### src/rtl/arb_merge_pkg.sv
// arb_merge_pkg: shared helpers, channel index type and pointer reset value for arb_merge_rr_sync
package arb_merge_pkg;
  localparam int MAX_CH = 16;
  function automatic int clog2(input int n);
    int r;
    r = 0;
    while ((1 << r) < n) r++;
    return r;
  endfunction
  typedef logic [clog2(MAX_CH)-1:0] ch_idx_t;
  function automatic int ptr_rst(input int n_ch);
    return n_ch - 1;
  endfunction
endpackage

### src/rtl/arb_in_fifo.sv
// arb_in_fifo: per-channel synchronous FIFO; an extra wrap bit on each pointer separates full from empty
module arb_in_fifo
  import arb_merge_pkg::*;
#(
  parameter int WIDTH = 8,
  parameter int DEPTH = 2
) (
  input  logic             clk,
  input  logic             rst,
  input  logic             push_i,
  input  logic             pop_i,
  input  logic [WIDTH-1:0] wdata_i,
  output logic             full_o,
  output logic             empty_o,
  output logic [WIDTH-1:0] rdata_o
);
  localparam int AW = clog2(DEPTH);
  logic [AW:0] wr_q, wr_d, rd_q, rd_d;
  logic [WIDTH-1:0] mem_q [DEPTH];
  logic do_push, do_pop;
  assign empty_o = wr_q == rd_q;
  assign full_o = (wr_q[AW] != rd_q[AW]) && (wr_q[AW-1:0] == rd_q[AW-1:0]);
  assign do_push = push_i & ~full_o;
  assign do_pop = pop_i & ~empty_o;
  assign rdata_o = mem_q[rd_q[AW-1:0]];
  always_comb begin
    wr_d = do_push ? wr_q + (AW+1)'(1) : wr_q;
    rd_d = do_pop ? rd_q + (AW+1)'(1) : rd_q;
  end
  always_ff @(posedge clk or posedge rst) begin
    if (rst) begin
      wr_q <= '0;
      rd_q <= '0;
    end else begin
      wr_q <= wr_d;
      rd_q <= rd_d;
    end
  end
  always_ff @(posedge clk) begin
    if (do_push && !rst) mem_q[wr_q[AW-1:0]] <= wdata_i;
  end
endmodule

### src/rtl/arb_merge_rr_sync.sv
// arb_merge_rr_sync: N-to-1 round-robin merge of per-channel FIFOs into a registered valid/ready output.
// Define ARB_LOCK_EN to add i_last/o_last and keep the grant on one channel until its last beat.
module arb_merge_rr_sync
  import arb_merge_pkg::*;
#(
  parameter int N_CH       = 8,
  parameter int DATA_WIDTH = 8,
  parameter int FIFO_DEPTH = 2
) (
  input  logic                       clk,
  input  logic                       rst,
  input  logic [N_CH-1:0]            i_valid,
  input  logic [N_CH*DATA_WIDTH-1:0] i_data,
  output logic [N_CH-1:0]            o_ready,
  output logic                       o_valid,
  output logic [DATA_WIDTH-1:0]      o_data,
  output logic [clog2(N_CH)-1:0]     o_src,
  input  logic                       i_ready
`ifdef ARB_LOCK_EN
  ,
  input  logic [N_CH-1:0]            i_last,
  output logic                       o_last
`endif
);
  localparam int SW = clog2(N_CH);
`ifdef ARB_LOCK_EN
  localparam int FW = DATA_WIDTH + 1;
`else
  localparam int FW = DATA_WIDTH;
`endif
  logic [N_CH-1:0] full, empty, req, elig, pop;
  logic [FW-1:0] head [N_CH];
  logic [FW-1:0] head_g;
  logic load, take, last_g;
  int gnt;
  logic o_valid_q, o_valid_d;
  logic [DATA_WIDTH-1:0] o_data_q, o_data_d;
  logic [SW-1:0] o_src_q, o_src_d;
  ch_idx_t ptr_q, ptr_d;
  for (genvar k = 0; k < N_CH; k++) begin : g_ch
    logic [FW-1:0] wd;
`ifdef ARB_LOCK_EN
    assign wd = {i_last[k], i_data[k*DATA_WIDTH +: DATA_WIDTH]};
`else
    assign wd = i_data[k*DATA_WIDTH +: DATA_WIDTH];
`endif
    arb_in_fifo #(.WIDTH(FW), .DEPTH(FIFO_DEPTH)) u_fifo (
      .clk     (clk),
      .rst     (rst),
      .push_i  (i_valid[k]),
      .pop_i   (pop[k]),
      .wdata_i (wd),
      .full_o  (full[k]),
      .empty_o (empty[k]),
      .rdata_o (head[k])
    );
  end
  assign o_ready = ~full;
  assign req = ~empty;
`ifdef ARB_LOCK_EN
  logic lock_q, lock_d, o_last_q, o_last_d;
  ch_idx_t lch_q, lch_d;
  assign elig = lock_q ? req & (N_CH'(1) << lch_q) : req;
  assign last_g = head_g[FW-1];
  assign o_last = o_last_q;
  always_comb begin
    lock_d = take ? ~last_g : lock_q;
    lch_d = take ? ch_idx_t'(gnt) : lch_q;
    o_last_d = take ? last_g : o_last_q;
  end
  always_ff @(posedge clk or posedge rst) begin
    if (rst) begin
      lock_q <= 1'b0;
      lch_q <= '0;
      o_last_q <= 1'b0;
    end else begin
      lock_q <= lock_d;
      lch_q <= lch_d;
      o_last_q <= o_last_d;
    end
  end
`else
  assign elig = req;
  assign last_g = 1'b1;
`endif
  // Scan downward so the surviving match is the nearest one after ptr.
  always_comb begin
    gnt = 0;
    for (int i = N_CH; i >= 1; i--)
      if (elig[(int'(ptr_q) + i) % N_CH]) gnt = (int'(ptr_q) + i) % N_CH;
    load = ~o_valid_q | i_ready;
    take = load & |elig;
    pop = take ? N_CH'(1) << gnt : '0;
    head_g = head[gnt];
  end
  always_comb begin
    o_valid_d = take | (o_valid_q & ~i_ready);
    o_data_d = take ? head_g[DATA_WIDTH-1:0] : o_data_q;
    o_src_d = take ? SW'(gnt) : o_src_q;
    ptr_d = (take & last_g) ? ch_idx_t'(gnt) : ptr_q;
  end
  always_ff @(posedge clk or posedge rst) begin
    if (rst) begin
      o_valid_q <= 1'b0;
      o_data_q <= '0;
      o_src_q <= '0;
      ptr_q <= ch_idx_t'(ptr_rst(N_CH));
    end else begin
      o_valid_q <= o_valid_d;
      o_data_q <= o_data_d;
      o_src_q <= o_src_d;
      ptr_q <= ptr_d;
    end
  end
  assign o_valid = o_valid_q;
  assign o_data = o_data_q;
  assign o_src = o_src_q;
endmodule

### config.mk
export PLATFORM = sky130hd
export DESIGN_NAME = arb_merge_rr_sync
export DESIGN_NICKNAME = d
export VERILOG_FILES = /design/src/rtl/arb_merge_pkg.sv /design/src/rtl/arb_in_fifo.sv /design/src/rtl/arb_merge_rr_sync.sv
export SDC_FILE = /design/constraint.sdc
export NUM_CORES = 1
export LEC_CHECK = 0
export BUFFER_PORTS_ARGS = -buffer_cell sky130_fd_sc_hd__buf_2
export CORE_ASPECT_RATIO = 0.6
export CORE_MARGIN = 5
export CORE_UTILIZATION = 35
export CTS_BUF_LIST = sky130_fd_sc_hd__clkbuf_8
export DETAILED_ROUTE_END_ITERATION = 8
export PLACE_DENSITY = 0.63
export SLEW_MARGIN = 20
export SYNTH_ARGS = -nofsm -noshare
export SYNTH_HDL_FRONTEND = slang
export SYNTH_SLANG_ARGS = --single-unit
export TNS_END_PERCENT = 10
### constraint.sdc
create_clock -name clk -period 4.41 [get_ports clk]
set_input_delay 0.441 -clock clk [delete_from_list [all_inputs] [get_ports clk]]
set_output_delay 0.441 -clock clk [all_outputs]
set_load 0.02 [all_outputs]
==> summary.txt <==
Hold path
  • HP Class: input port to flip-flop
  • WHS Endpoint: g_ch[0].u_fifo.mem_q[1][7]
  • Worst hold start: i_data[7]
  • Hold path depth: 1

Setup path
  • Worst Setup End Kind: flip-flop
  • CP Class: flip-flop to flip-flop
  • R2R setup slack: around 0.4 ns
  • Worst EP required: roughly 4.8 ns
  • Critical path fanouts, max: 19
  • Worst r2r path cells: 11
  • RR Startpoint: ptr_q[1]
  • Critical path launch point type: flip-flop
  • Reg-to-Reg End: o_data[1]
  • Worst path arrival time: between 4 and 5 ns

Logic synthesis
  • Mean area per synthesized cell: 13.4 µm²
  • Synth Warn #: 0
  • Net Count, Synth: 689
  • Sequential cell area fraction in the yosys report: 0.611
  • Synth Cell Area: 0.00822 mm²
  • Ys flop type: edfxtp_1
  • Synth Register Bits: 175
  • Number of synthesized flops with an enable pin: ~130
  • Cells after Synth: 612
  • Distinct cell type count after synthesis: 64
  • Post-synth ARST share: 0.269

Clocking
  • Clk buf depth: 2
  • TritonCTS clock tree: built
  • Hold buffers post-CTS: 0
  • Inserted Clock Buffers: 17
  • Gates resized, CTS repair: 0
  • Worst-path clk slew: 0.11 ns
  • Clk sink count: 175
  • Postcts setup bufs: 0
  • Clk_lat worst skew: 0.47 ns
  • Root buf cell: clkbuf_8
  • H-tree levels: 4

Timing
  • Slew headroom: 0.420
  • Worst Tran Pin Value: between 0.8 and 0.9 ns
  • Fin crit period: 4.02 ns
  • Clock skew: 0.0226 ns
  • Fin crit share: 0.911
  • # setup viols final: 0
  • Setup_tns: 0 ns
  • Achievable frequency: 249 MHz
  • Max Slew Vio Count: 0
  • Final hold violations: 0
  • RSZ-0062 raised after global routing: no

Detailed routing
  • Drt drc: 0
  • Via density: 5.24
  • Routed wire per std cell: 20.5 µm
  • Via Count: 5514
  • Pre-Repair DR Iteration Count: 5
  • WL met1: 10800 µm
  • Final wirelength: 21600 µm
  • Routed Antenna Nets: 0
  • Drt initial violations: approximately 560
  • Highest Signal Layer: met4
  • Metal2 WL: 8390 µm
  • WL met3: approximately 2100 µm

Floorplanning
  • Core ar.: around 0.023 mm²
  • Io pins: 95
  • Die span in x: 208 µm
  • Starting Density: 0.356
  • Die H: 129 µm
  • Row cnt: 43
  • DIE AREA: 0.0267 mm²

Global routing
  • Initial antenna violation count: 0
  • Grt total ovfl: 0
  • First-pass GRT wire length: approximately 33000 µm
  • GRT Resource Usage Total: 0.163
  • Largest net degree at the start of global routing: 48
  • Vias in the first global route: 5299

Cells and area
  • Fin nets: between 800 and 900
  • Filler instances: 2144
  • Share of layout cells above drive strength 1: 0.267
  • Area of the multi-input gates: about 0.0031 mm²
  • Area growth, synth to finish: 17.1%
  • Register area: ~0.005 mm²
  • Diodes inserted: 0

Placement
  • # port buffers: 94
  • GP Congestion: approximately 1
  • Post-detail-place hpwl: about 17000 µm

Status
  • Status: finished clean

Job
  • Max-Cap Viols: 0
cells in the mapped netlist (4+ instances only):
master	count	share of area
a21oi_1	8	0.0049
a22oi_1	13	0.012
and2_1	8	0.0061
buf_2	9	0.0055
clkbuf_1	15	0.0069
dfrtp_1	44	0.13
edfxtp_1	128	0.47
inv_1	4	0.0018
mux2_2	12	0.016
mux2i_1	75	0.091
mux4_2	7	0.019
nand2_1	48	0.022
nand2b_1	10	0.0076
nand3_1	33	0.020
nand4_1	12	0.0091
nor2_1	18	0.0082
nor2b_1	9	0.0069
nor3_1	11	0.0067
nor3b_1	8	0.0073
o211ai_1	11	0.010
o21ai_0	14	0.0085
xnor2_1	50	0.053
xor2_1	8	0.0085
state kept, by name (all words and copies together), names as in the netlist:
name	flops
g_ch.u_fifo.mem_q	128
g_ch.u_fifo.rd_q	16
g_ch.u_fifo.wr_q	16
o_data	8
o_src	3
ptr_q	3
o_valid	1
final cells by class:
type	count	area share
tap	315	0.0409
timing repair buffer	123	0.0715
clock inverter	15	0.0166
clock buffer	17	0.0243
inverter	5	0.00208
multi-input combinational	403	0.323
sequential	175	0.522
cell families (layout without fill, tap and decap cells):
kind of cell	Yosys count	after routing	share of synthesized area
buf+inv	34	160	0.0183
fa+ha+maj	2	2	0.00305
mux	95	95	0.128
compound gates	78	78	0.0702
simple gates	170	170	0.107
xor+xnor	58	58	0.0618
flops	175	175	0.611
worst max path at each step:
stage / start / slack [ns] / endpoint / cells after the start
after floorplan: ptr_q[1] / 0.80 / o_data[4] / 11
after global placement: ptr_q[1] / 0.33 / o_data[3] / 11
after detailed placement: ptr_q[1] / 0.44 / o_data[6] / 11
after CTS: ptr_q[1] / 0.42 / o_data[6] / 11
after global routing: ptr_q[1] / 0.18 / o_data[2] / 11
final: ptr_q[1] / 0.39 / o_data[1] / 11
layer usage:
| metal | global-route usage | up-vias |
|---|---|---|
| li1 | - | 2529 |
| met1 | 0.261 | 2708 |
| met2 | 0.209 | 244 |
| met3 | 0.0534 | 33 |
| met4 | 0.0363 | 0 |
| met5 | 0 | - |
metrics by stage:
step / hold slack (ns) / std cells / setup WS (ns) / area (µm²) / util
2_1_floorplan: 0.465 / 612 / 0.798 / 8220 / -
3_3_place_gp: 0.481 / 1021 / 0.332 / 9180 / 0.398
3_5_place_dp: 0.484 / 1021 / 0.438 / 9200 / 0.398
4_1_cts: 0.119 / 1053 / 0.424 / 9590 / 0.415
5_1_grt: 0.113 / 1053 / 0.176 / 9630 / 0.417
6_report: 0.150 / 1053 / 0.392 / 9630 / 0.417
worst max-delay path, cell delays in order, from the launching register on:
cell and delay (ns):
dfstp_2 0.54, inv_1 0.12, ha_1 0.40, inv_1 0.26, mux4_2 0.63, mux2_2 0.37
nand2b_1 0.17, a32oi_2 0.34, buf_4 0.38, mux2i_1 0.46, a22oi_1 0.18, nand3_1 0.09
placed cells by master (no fill, tap or decap), types with 7 or more instances in the layout:
master,instances
edfxtp_1,128
o21ai_0,14
xor2_1,8
buf_4,29
mux4_2,7
and2_1,8
clkbuf_8,17
nand4_1,12
a21oi_1,8
mux2i_1,75
nor2b_1,9
buf_2,94
o211ai_1,11
mux2_2,12
nand3_1,33
nand2_1,48
nor2_1,18
dfrtp_1,44
nor3_2,9
xnor2_1,50
a22oi_1,13
nand2b_1,10
Power is not shown: default switching activity piles up to over one toggle a cycle in this logic, so the estimate is an artifact.
